$ cat src/rtl/cmd_seq_ctrl_pkg.sv
// Shared types and constants for the SD command sequencer.
package cmd_seq_ctrl_pkg;

    localparam int unsigned CmdNrWidth = 6;
    localparam int unsigned ArgWidth   = 32;
    localparam int unsigned ErrWidth   = 4;

    // Bit positions inside the error pulse vector {index, end bit, crc, timeout}
    localparam int unsigned ErrTimeoutBit = 0;
    localparam int unsigned ErrCrcBit     = 1;
    localparam int unsigned ErrEndBit     = 2;
    localparam int unsigned ErrIdxBit     = 3;

    localparam logic [CmdNrWidth-1:0] CMD12 = 6'd12;

    typedef enum logic [2:0] {
        ST_IDLE,
        ST_ISSUE,
        ST_TX_WAIT,
        ST_RSP_WAIT,
        ST_FINISH
    } cmd_seq_state_e;

    typedef enum logic [1:0] {
        RSP_NONE = 2'b00,
        RSP_48   = 2'b01,
        RSP_136  = 2'b10
    } rsp_type_e;

    // Everything the sequencer needs to run one command
    typedef struct packed {
        logic [CmdNrWidth-1:0] nr;
        logic [ArgWidth-1:0]   arg;
        rsp_type_e             rsp_type;
        logic                  idx_chk;
    } cmd_desc_t;

    // Reserved encoding 2'b11 behaves like a 48-bit response
    function automatic rsp_type_e decode_rsp_type(input logic [1:0] raw);
        case (raw)
            2'b00:   return RSP_NONE;
            2'b10:   return RSP_136;
            default: return RSP_48;
        endcase
    endfunction

endpackage

$ cat src/rtl/cmd_seq_ctrl_if.sv
// Sequencer <-> CMD transmitter / response receiver signals.
interface cmd_seq_ctrl_if;
    import cmd_seq_ctrl_pkg::*;

    logic                  start_tx;
    logic [CmdNrWidth-1:0] cmd_nr;
    logic [ArgWidth-1:0]   cmd_argument;
    logic                  tx_done;
    logic                  rsp_arm;
    logic                  rsp_long;
    logic                  rsp_started;
    logic                  rsp_done;
    logic                  rsp_crc_err;
    logic                  rsp_end_err;
    logic [CmdNrWidth-1:0] rsp_idx;

    modport master (
        output start_tx, cmd_nr, cmd_argument, rsp_arm, rsp_long,
        input  tx_done, rsp_started, rsp_done, rsp_crc_err, rsp_end_err, rsp_idx
    );

    modport slave (
        input  start_tx, cmd_nr, cmd_argument, rsp_arm, rsp_long,
        output tx_done, rsp_started, rsp_done, rsp_crc_err, rsp_end_err, rsp_idx
    );

endinterface

$ cat src/rtl/cmd_seq_ctrl.sv
// SD CMD sequencer: arbitrates sw / auto-CMD12, drives transmitter, times out responses.
module cmd_seq_ctrl
    import cmd_seq_ctrl_pkg::*;
#(
    parameter int unsigned TimeoutCycles = 64,
    parameter int unsigned CntWidth      = 7
) (
    input  logic                  clk_i,
    input  logic                  rst_ni,
    input  logic                  clk_en_p_i,
    input  logic                  sw_req_i,
    input  logic [CmdNrWidth-1:0] sw_cmd_nr_i,
    input  logic [ArgWidth-1:0]   sw_arg_i,
    input  logic [1:0]            sw_rsp_type_i,
    input  logic                  sw_idx_chk_i,
    input  logic                  auto12_req_i,
    cmd_seq_ctrl_if.master        phy,
    output logic                  cmd_inhibit_o,
    output logic                  cmd_complete_o,
    output logic                  auto12_done_o,
    output logic [ErrWidth-1:0]   err_o
);

    cmd_seq_state_e        state_q, state_d;
    cmd_desc_t             cur_q, cur_d, sw_q, sw_d;
    logic                  src_auto_q, src_auto_d;
    logic                  pend_sw_q, pend_sw_d;
    logic                  pend_a12_q, pend_a12_d;
    logic                  started_q, started_d;
    logic [CntWidth-1:0]   cnt_q, cnt_d;
    logic [ErrWidth-1:0]   err_q, err_d;

    logic                  start_tx_q, start_tx_d;
    logic                  rsp_arm_q, rsp_arm_d;
    logic                  rsp_long_q, rsp_long_d;
    logic                  inhibit_q, inhibit_d;
    logic                  complete_q, complete_d;
    logic                  a12_done_q, a12_done_d;
    logic [ErrWidth-1:0]   err_out_q, err_out_d;

    logic                  sw_accept;
    logic                  started_any;
    logic [CntWidth-1:0]   cnt_inc;

    assign sw_accept   = sw_req_i & ~inhibit_q;
    assign started_any = started_q | phy.rsp_started;
    assign cnt_inc     = cnt_q + CntWidth'(1);

    // State, command context and registered outputs
    always_ff @(posedge clk_i or negedge rst_ni) begin
        if (!rst_ni) begin
            state_q    <= ST_IDLE;
            cur_q      <= '0;
            sw_q       <= '0;
            src_auto_q <= 1'b0;
            pend_sw_q  <= 1'b0;
            pend_a12_q <= 1'b0;
            started_q  <= 1'b0;
            cnt_q      <= '0;
            err_q      <= '0;
            start_tx_q <= 1'b0;
            rsp_arm_q  <= 1'b0;
            rsp_long_q <= 1'b0;
            inhibit_q  <= 1'b0;
            complete_q <= 1'b0;
            a12_done_q <= 1'b0;
            err_out_q  <= '0;
        end else begin
            state_q    <= state_d;
            cur_q      <= cur_d;
            sw_q       <= sw_d;
            src_auto_q <= src_auto_d;
            pend_sw_q  <= pend_sw_d;
            pend_a12_q <= pend_a12_d;
            started_q  <= started_d;
            cnt_q      <= cnt_d;
            err_q      <= err_d;
            start_tx_q <= start_tx_d;
            rsp_arm_q  <= rsp_arm_d;
            rsp_long_q <= rsp_long_d;
            inhibit_q  <= inhibit_d;
            complete_q <= complete_d;
            a12_done_q <= a12_done_d;
            err_out_q  <= err_out_d;
        end
    end

    // Next state, arbitration, timeout counting and error capture
    always_comb begin
        state_d    = state_q;
        cur_d      = cur_q;
        src_auto_d = src_auto_q;
        started_d  = started_q;
        cnt_d      = cnt_q;
        err_d      = err_q;
        pend_sw_d  = pend_sw_q | sw_accept;
        pend_a12_d = pend_a12_q | auto12_req_i;
        sw_d       = sw_q;
        if (sw_accept) begin
            sw_d = '{nr: sw_cmd_nr_i, arg: sw_arg_i,
                     rsp_type: decode_rsp_type(sw_rsp_type_i), idx_chk: sw_idx_chk_i};
        end

        case (state_q)
            ST_IDLE: begin
                if (pend_a12_q) begin
                    cur_d      = '{nr: CMD12, arg: '0, rsp_type: RSP_48, idx_chk: 1'b1};
                    src_auto_d = 1'b1;
                    pend_a12_d = auto12_req_i;
                    err_d      = '0;
                    state_d    = ST_ISSUE;
                end else if (pend_sw_q) begin
                    cur_d      = sw_q;
                    src_auto_d = 1'b0;
                    pend_sw_d  = sw_accept;
                    err_d      = '0;
                    state_d    = ST_ISSUE;
                end
            end
            ST_ISSUE: begin
                // Transmitter has taken the start once it reports busy on an SD tick
                if (clk_en_p_i && !phy.tx_done) begin
                    state_d = ST_TX_WAIT;
                end
            end
            ST_TX_WAIT: begin
                if (clk_en_p_i && phy.tx_done) begin
                    if (cur_q.rsp_type == RSP_NONE) begin
                        state_d = ST_FINISH;
                    end else begin
                        cnt_d     = '0;
                        started_d = 1'b0;
                        state_d   = ST_RSP_WAIT;
                    end
                end
            end
            ST_RSP_WAIT: begin
                started_d = started_any;
                if (phy.rsp_done) begin
                    err_d[ErrCrcBit] = phy.rsp_crc_err;
                    err_d[ErrEndBit] = phy.rsp_end_err;
                    err_d[ErrIdxBit] = cur_q.idx_chk && (phy.rsp_idx != cur_q.nr);
                    state_d          = ST_FINISH;
                end else if (clk_en_p_i && !started_any) begin
                    cnt_d = cnt_inc;
                    if (cnt_inc == CntWidth'(TimeoutCycles)) begin
                        err_d[ErrTimeoutBit] = 1'b1;
                        state_d              = ST_FINISH;
                    end
                end
            end
            ST_FINISH: begin
                state_d = ST_IDLE;
            end
            default: begin
                state_d = ST_IDLE;
            end
        endcase
    end

    // Output values for the next cycle, decoded from the next state
    always_comb begin
        start_tx_d = (state_d == ST_ISSUE);
        rsp_arm_d  = (state_d == ST_RSP_WAIT);
        rsp_long_d = rsp_arm_d && (cur_d.rsp_type == RSP_136);
        complete_d = (state_d == ST_FINISH) && !src_auto_d;
        a12_done_d = (state_d == ST_FINISH) && src_auto_d;
        err_out_d  = (state_d == ST_FINISH) ? err_d : '0;
        inhibit_d  = (inhibit_q | sw_accept) & ~complete_d;
    end

    assign phy.start_tx     = start_tx_q;
    assign phy.cmd_nr       = cur_q.nr;
    assign phy.cmd_argument = cur_q.arg;
    assign phy.rsp_arm      = rsp_arm_q;
    assign phy.rsp_long     = rsp_long_q;
    assign cmd_inhibit_o    = inhibit_q;
    assign cmd_complete_o   = complete_q;
    assign auto12_done_o    = a12_done_q;
    assign err_o            = err_out_q;

endmodule
$ cat src/flat_wrapper.sv
// flat-port wrapper written by rule: the top's interface ports become plain ports
module cmd_seq_ctrl_flat import cmd_seq_ctrl_pkg::*;
#(
    parameter int unsigned TimeoutCycles = 64,
    parameter int unsigned CntWidth      = 7
)
  (clk_i, rst_ni, clk_en_p_i, sw_req_i, sw_cmd_nr_i, sw_arg_i, sw_rsp_type_i, sw_idx_chk_i, auto12_req_i, cmd_inhibit_o, cmd_complete_o, auto12_done_o, err_o, phy_start_tx, phy_cmd_nr, phy_cmd_argument, phy_rsp_arm, phy_rsp_long, phy_tx_done, phy_rsp_started, phy_rsp_done, phy_rsp_crc_err, phy_rsp_end_err, phy_rsp_idx);
  cmd_seq_ctrl_if phy_i ();
  input  logic clk_i;
  input  logic rst_ni;
  input  logic clk_en_p_i;
  input  logic sw_req_i;
  input  logic [CmdNrWidth-1:0] sw_cmd_nr_i;
  input  logic [ArgWidth-1:0] sw_arg_i;
  input  logic [1:0] sw_rsp_type_i;
  input  logic sw_idx_chk_i;
  input  logic auto12_req_i;
  output logic cmd_inhibit_o;
  output logic cmd_complete_o;
  output logic auto12_done_o;
  output logic [ErrWidth-1:0] err_o;
  output wire logic [$bits(phy_i.start_tx)-1:0] phy_start_tx;
  output wire logic [$bits(phy_i.cmd_nr)-1:0] phy_cmd_nr;
  output wire logic [$bits(phy_i.cmd_argument)-1:0] phy_cmd_argument;
  output wire logic [$bits(phy_i.rsp_arm)-1:0] phy_rsp_arm;
  output wire logic [$bits(phy_i.rsp_long)-1:0] phy_rsp_long;
  input wire logic [$bits(phy_i.tx_done)-1:0] phy_tx_done;
  input wire logic [$bits(phy_i.rsp_started)-1:0] phy_rsp_started;
  input wire logic [$bits(phy_i.rsp_done)-1:0] phy_rsp_done;
  input wire logic [$bits(phy_i.rsp_crc_err)-1:0] phy_rsp_crc_err;
  input wire logic [$bits(phy_i.rsp_end_err)-1:0] phy_rsp_end_err;
  input wire logic [$bits(phy_i.rsp_idx)-1:0] phy_rsp_idx;
  assign phy_start_tx = phy_i.start_tx;
  assign phy_cmd_nr = phy_i.cmd_nr;
  assign phy_cmd_argument = phy_i.cmd_argument;
  assign phy_rsp_arm = phy_i.rsp_arm;
  assign phy_rsp_long = phy_i.rsp_long;
  assign phy_i.tx_done = phy_tx_done;
  assign phy_i.rsp_started = phy_rsp_started;
  assign phy_i.rsp_done = phy_rsp_done;
  assign phy_i.rsp_crc_err = phy_rsp_crc_err;
  assign phy_i.rsp_end_err = phy_rsp_end_err;
  assign phy_i.rsp_idx = phy_rsp_idx;
  cmd_seq_ctrl #(.TimeoutCycles(TimeoutCycles), .CntWidth(CntWidth)) u_core (.clk_i(clk_i), .rst_ni(rst_ni), .clk_en_p_i(clk_en_p_i), .sw_req_i(sw_req_i), .sw_cmd_nr_i(sw_cmd_nr_i), .sw_arg_i(sw_arg_i), .sw_rsp_type_i(sw_rsp_type_i), .sw_idx_chk_i(sw_idx_chk_i), .auto12_req_i(auto12_req_i), .phy(phy_i), .cmd_inhibit_o(cmd_inhibit_o), .cmd_complete_o(cmd_complete_o), .auto12_done_o(auto12_done_o), .err_o(err_o));
endmodule
$ cat config.mk
export PLATFORM = sky130hd
export DESIGN_NAME = cmd_seq_ctrl_flat
export DESIGN_NICKNAME = d
export VERILOG_FILES = /design/src/rtl/cmd_seq_ctrl_pkg.sv /design/src/rtl/cmd_seq_ctrl_if.sv /design/src/rtl/cmd_seq_ctrl.sv /design/src/flat_wrapper.sv
export SDC_FILE = /design/constraint.sdc
export NUM_CORES = 1
export LEC_CHECK = 0
export CELL_PAD_IN_SITES_DETAIL_PLACEMENT = 0
export CELL_PAD_IN_SITES_GLOBAL_PLACEMENT = 2
export CORE_MARGIN = 1
export CORE_UTILIZATION = 28
export CTS_CLUSTER_DIAMETER = 120
export DETAILED_ROUTE_END_ITERATION = 8
export PLACE_DENSITY_LB_ADDON = 0.1
export SLEW_MARGIN = 5
export SYNTH_ARGS = -nofsm -noshare
export SYNTH_HDL_FRONTEND = slang
export SYNTH_SLANG_ARGS = --single-unit
$ cat constraint.sdc
create_clock -name clk_i -period 1.9 [get_ports clk_i]
set_input_delay 0.19 -clock clk_i [delete_from_list [all_inputs] [get_ports clk_i]]
set_output_delay 0.19 -clock clk_i [all_outputs]
set_load 0.005 [all_outputs]
; Yosys cells after proc, flatten, opt, wreduce, memory -nomap -nowiden
; Cells that the tools add are included.
[word_totals]
ff_bits = 110
output_inout_bits = 48
[classes]
reduce_logical = 18
n_addsub = 1
n_eq_ne = 14
muxes = 37
n_bitwise = 8
[op_table]
columns = op, count
row1 = 2-to-1 mux 41 bit, 2
row2 = 2-to-1 mux 3 bit, 10
row3 = 2-to-1 mux 7 bit, 4
row4 = case mux 7 bit (2 select lines), 1
row5 = 2-to-1 mux 1 bit, 13
row6 = 2-to-1 mux 4 bit, 3
row7 = case mux 3 bit (4 select lines), 1
row8 = "== test 3 x 2 -> 1 bit, second input constant", 3
row9 = case mux 4 bit (2 select lines), 1
row10 = "adder 7 x 1 -> 7 bit, second input constant", 1
row11 = "== test 7 bit, second input constant", 1
row12 = logical AND 1 bit, 7
row13 = "== test 3 x 1 -> 1 bit, second input constant", 2
row14 = != test 6 bit, 1
row15 = AND reduction 5 bit, 1
row16 = "== test 2 bit, second input constant", 2
row17 = logical NOT 2 bit, 2
row18 = "!= test 2 x 1 -> 1 bit, second input constant", 2
row19 = "!= test 2 bit, second input constant", 2
row20 = bitwise OR 1 bit, 4
row21 = case mux 2 bit (2 select lines), 1
row22 = nonzero test 2 bit, 2
row23 = "== test 3 bit, second input constant", 1
row24 = logical NOT 1 bit, 3
row25 = other kinds (6), 8

; Longest topological paths before layout
[logic_depth]
ltp_word = 10
mapped_depth = 7

; Worst setup path after synthesis
; No wires, ideal clock.
[synth_path]
kind = flip-flop to flip-flop
start = register u_core.cnt_q[0]
end = register u_core.rsp_long_q, in the netlist u_core.phy.rsp_long
slack_ns = 0.037
path_stages_with_launch = 6
setup_ns = 0.087
synth_period_minus_slack_ns = 1.863
required_ns = 1.813
t_arrival_ns = 1.776
n_path_buf = 0
path_cell_list = dfrtp_1 -> ha_1 -> xor2_1 -> and4_4 -> or4_1 -> a211oi_2
[synth_via]
elab_chain_cells = 8
[synth_rtl]
columns = element, line_no
row1 = from (decl), cmd_seq_ctrl.sv:30  ; logic [CntWidth-1:0] cnt_q, cnt_d;
row2 = from (signal assigned), cmd_seq_ctrl.sv:76  ; cnt_q <= cnt_d;
row3 = adder 7 x 1 -> 7 bit, cmd_seq_ctrl.sv:47  ; assign cnt_inc = cnt_q + CntWidth'(1);
row4 = == test 7 bit, cmd_seq_ctrl.sv:146  ; if (cnt_inc == CntWidth'(TimeoutCycles)) begin
row5 = 2-to-1 mux 3 bit, cmd_seq_ctrl.sv:146
row6 = 2-to-1 mux 3 bit, cmd_seq_ctrl.sv:144  ; end else if (clk_en_p_i && !started_any) begin
row7 = 2-to-1 mux 3 bit, cmd_seq_ctrl.sv:139  ; if (phy.rsp_done) begin
row8 = case mux 3 bit (4 select lines), cmd_seq_ctrl.sv:104  ; case (state_q)
row9 = == test 3 x 2 -> 1 bit, cmd_seq_ctrl.sv:164  ; rsp_arm_d = (state_d == ST_RSP_WAIT);
row10 = logical AND 1 bit, cmd_seq_ctrl.sv:165  ; rsp_long_d = rsp_arm_d && (cur_d.rsp_type == RSP_136);
row11 = via u_core.rsp_long_d, cmd_seq_ctrl.sv:35  ; logic rsp_long_q, rsp_long_d;
row12 = to (signal assigned), cmd_seq_ctrl.sv:80  ; rsp_long_q <= rsp_long_d;
row13 = to (decl), cmd_seq_ctrl.sv:35
; The timed path passes the listed nets, and every way through them passes these cells.
; A chain may end at the register's enable or synchronous reset.

; Final worst setup path
[layout_path]
start = register u_core.cnt_q[0]
end = register u_core.state_q[0]
[layout_via]
elab_chain_cells = 6
[layout_rtl]
columns = element, line_no
row1 = adder 7 x 1 -> 7 bit, cmd_seq_ctrl.sv:47
row2 = == test 7 bit, cmd_seq_ctrl.sv:146
row3 = 2-to-1 mux 3 bit, cmd_seq_ctrl.sv:146
row4 = 2-to-1 mux 3 bit, cmd_seq_ctrl.sv:144
row5 = 2-to-1 mux 3 bit, cmd_seq_ctrl.sv:139
row6 = case mux 3 bit (4 select lines), cmd_seq_ctrl.sv:104
row7 = via u_core.state_d[0], cmd_seq_ctrl.sv:24  ; cmd_seq_state_e state_q, state_d;
row8 = to (signal assigned), cmd_seq_ctrl.sv:69  ; state_q <= state_d;
row9 = to (decl), cmd_seq_ctrl.sv:24
; The timed path passes the listed nets, and every way through them passes these cells.

==> summary.md <==
| Metric | Value |
|---|---|
| Worst VDD drop | `between 0.0005 and 0.0006 V` |
| Number of CTS-inserted buffers | `9` |
| Final Cycle Share | `95.4%` |
| Async S/R FF share, synth | `100%` |
| Critical path's slowest cell | `dfrtp_1` |
| Hold Path Class | `in2reg` |
| Detailed-route via count | `roughly 3500` |
| Mean number of vias per cell | `4.50` |
| Antenna diode count | `0` |
| Startpoint Class | `flip-flop` |
| Worst Path Required | `between 2 and 2.5 ns` |
| FP Rows | `47` |
| XOR/XNOR Fraction of Synth Area | `~1.3%` |
| Final Hold Vio Count | `0` |
| Critical path buffers and inverters | `2` |
| Final number of setup-violating endpoints | `0` |
| Post-synthesis compound-gate area fraction | `14.5%` |
| Syn_nets | `about 520` |
| I/O Pins | `between 100 and 150` |
| Core box area | `16600 µm²` |
| Clk_skew | `0.00856 ns` |
| Max clock buf depth | `2` |
| Rel. slew slack | `a little under 60%` |
| Largest family of logic cells by synthesized area | `simple AND/OR/NAND/NOR gates` |
| Largest net degree at the start of global routing | `111` |
| Worst Reg-to-Reg Cells | `6` |
| Place WS | `-0.00531 ns` |
| Yosys warning total | `0` |
| Setup CP Type | `reg2reg` |
| DR iter-0 viols | `about 160` |
| Simple-Gate Fraction of Synth Area | `17.6%` |
| Clk sinks | `110` |
| Die area | `roughly 18000 µm²` |
| Filler Cell Count | `about 1600` |
| Critical Path Sink Type | `flip-flop` |
| First-pass GRT wire length | `19.8 mm` |
| Fin crit period | `about 1.8 ns` |
| TritonCTS clock tree | `done` |
| Levels on crit path | `6` |
| CP arrival | `just over 2 ns` |
| Post-synth EDFFs | `0` |
| WHS Path Cells | `3` |
| Delay-heaviest family, CP | `compound AO/OA/AOI/OAI gates` |
| Clk pin slew, worst setup/hold paths | `0.08 ns` |
| PD cells | `1210 nW/µm²` |
| Seq cells post-synth | `110` |
| Fin cells | `778` |
| Avg Synthesized Cell Area | `slightly above 10 µm²` |
| Pre-antenna DRT Iters | `6` |
| Vias in the first global route | `about 3600` |
| Worst-margin pin slew | `between 0.6 and 0.7 ns` |
| Post-Syn Instances | `465` |
| Post-DRT Antenna Nets | `0` |
| CP Cell Sequence | `buf_4 -> a211o_1 -> a2111oi_4 -> buf_4 -> o31a_1 -> nand3b_1` |
| Commonest non-fill, non-tap cell in the layout | `nand2_1` |
| Status | `complete, no violations` |
| Slew Limit Fails | `0` |
| # Post-CTS Setup Buffers | `0` |
| Layout cells sized above 1 | `11.6%` |
| Fmax achieved | `552 MHz` |
| Final setup margin | `slightly below 0.09 ns` |
| Max incr delay on CP | `just over 0.4 ns` |
| Total GRT Usage | `~15%` |
| Sequential share of the synthesized area | `between 50% and 60%` |
| Synthesis-to-layout area growth | `32.3%` |
| Most frequent cells in the layout | `141 x nand2_1, 110 x dfrtp_1, 103 x clkdlybuf4s50_1` |
| Detailed Place HPWL | `between 7 and 8 mm` |
| CTS H-tree depth | `3` |
| Post-Route WL | `11.9 mm` |
| Grt ovf | `0` |
| Port buffer count | `around 100` |
| Syn Std Cell Area | `between 4000 and 5000 µm²` |
| RePlAce Congestion | `around 0.74` |
| CTS root buffer | `clkbuf_16` |
| Placed cell count | `about 760` |
| Mux cell area share after synthesis | `less than 1%` |
| P_leak | `a little under 0.003 µW` |
| Die Width | `roughly 130 µm` |
| Die Span Y | `~130 µm` |
| Crit path max fanout | `5` |
| Layout Nets | `~610` |
| Total Power | `just under 8000 µW` |
| Initial Util | `roughly 29%` |
| Synth unique cells | `49` |
| # DRC | `0` |
| Initial antenna violation count | `0` |
| Adder-cell area share of the yosys netlist | `0.261%` |
| Post-synth top flop | `dfrtp_1` |
| Max-cap viol count | `0` |
| Wire per inst | `between 15 and 20 µm` |
| Top cell by count, worst path | `buf_4` |
| Clock latency on the worst-skew pair | `0.35 ns` |
## sequential cells by signal (all words and copies together), names as in the netlist
| signal | count |
|---|---|
| u_core.phy.rsp_arm | 1 |
| u_core.pend_a12_q | 1 |
| u_core.phy.cmd_nr | 6 |
| u_core.phy.rsp_long | 1 |
| u_core.phy.start_tx | 1 |
| u_core.cnt_q | 7 |
| u_core.phy.cmd_argument | 32 |
| u_core.cmd_complete_o | 1 |
| u_core.started_q | 1 |
| u_core.err_q | 4 |
| u_core.pend_sw_q | 1 |
| u_core.state_q | 3 |
| u_core.cur_q | 3 |
| u_core.auto12_done_o | 1 |
| u_core.src_auto_q | 1 |
| u_core.sw_q | 41 |
| u_core.cmd_inhibit_o | 1 |
| u_core.err_o | 4 |
## worst register-to-register path: stages (launching register included)
cell and delay (ns):
dfrtp_1 0.41, buf_4 0.16, a211o_1 0.29, a2111oi_4 0.34
buf_4 0.19, o31a_1 0.21, nand3b_1 0.10
## cells in the mapped netlist (2+ instances only)
cell type  count  area share, %
a22oi_1        6           0.94
nand4_1        4           0.52
or4_1          3           0.47
o31a_1         2           0.36
buf_4         43            6.7
o21ai_1        3           0.31
nor3b_1        2           0.31
nand3_1        7           0.73
nand3b_1       4           0.63
a22o_1        36            6.6
clkbuf_1      14            1.1
inv_1          7           0.55
a21oi_1        9           0.94
xor2_1         3           0.55
nand2_1      141             11
xnor2_1        4           0.73
o21ai_0       17            1.8
nor2b_1        3           0.39
or3_1          5           0.65
and2_1         3           0.39
dfrtp_1      110             57
buf_2          4           0.42
nand2b_1       3           0.39
nor2_1         6           0.47
nor3_2         2           0.42
## cells by family (layout without fill, tap and decap cells)
| logic type | count (synthesis) | in the layout |
|---|---|---|
| compound gates | 89 | 89 |
| xor+xnor | 7 | 7 |
| fa+ha+maj | 1 | 1 |
| buf+inv | 68 | 161 |
| flops | 110 | 110 |
| mux | 1 | 1 |
| simple gates | 189 | 189 |
## per-stage QoR
step           area [µm²]  hold WS [ns]  setup TNS (ns)  utilization [%]
2_1_floorplan        4800        -0.106               0                -
3_3_place_gp         6050         0.326               0             36.3
3_5_place_dp         6050         0.326        -0.00531             36.3
4_1_cts              6340         0.344               0             38.1
5_1_grt              6350         0.354        -0.00531             38.2
6_report             6350         0.356               0             38.2
## final cells by class
| type | count | area, µm² | share of cell area [%] |
|---|---|---|---|
| Sequential cell | 110 | 2750 | 43.3 |
| Timing Repair Buffer | 138 | 1350 | 21.3 |
| Tap cell | 220 | 275 | 4.33 |
| Multi-Input combinational cell | 287 | 1660 | 26.2 |
| Clock buffer | 11 | 243 | 3.82 |
| Clock inverter | 5 | 42.5 | 0.670 |
| Inverter | 7 | 26.3 | 0.414 |
## timing repair
action	4_1_cts	5_1_grt
pin swaps	0	3
gates resized for setup	1	2
endpoints found under the setup margin	1	4
hold endpoints to repair	110	0
hold buffers	1	0
## path summary, 6_finish.rpt
check                                       startpoint                                       to  slack (ns)
max                        u_core.cnt_q[0]$_DFFE_PN0P_              u_core.state_q[0]$_DFF_PN0_        0.09
min                                       sw_arg_i[21]              u_core.sw_q[24]$_DFFE_PN0P_        0.36
max reg2reg                u_core.cnt_q[0]$_DFFE_PN0P_              u_core.state_q[0]$_DFF_PN0_        0.09
min reg2reg                u_core.sw_q[31]$_DFFE_PN0P_              u_core.sw_q[31]$_DFFE_PN0P_        0.48
max in group asynchronous                       rst_ni              u_core.cnt_q[2]$_DFFE_PN0P_        0.97
min in group asynchronous                       rst_ni  u_core.phy.cmd_argument[31]$_DFFE_PN0P_        0.45
## power by group
part	internal [µW]	switching [µW]	leakage, µW
registers	3060	458	0.00142
clock network	939	873	0.000136
logic	1170	1210	0.00137
total	5160	2540	0.00292
## per-layer routing
| metal | track usage [%] | routed length [µm] | vias up | part of all wire, % |
|---|---|---|---|---|
| li1 | - | - | 1719 | - |
| met1 | 19.3 | 5630 | 1698 | 47 |
| met2 | 22.5 | 5430 | 77 | 46 |
| met3 | 4.48 | 666 | 10 | 5.6 |
| met4 | 4.41 | 150 | 0 | 1.3 |
| met5 | 0 | 0 | - | 0 |
Note: power is estimated with default switching activity, not from simulation.
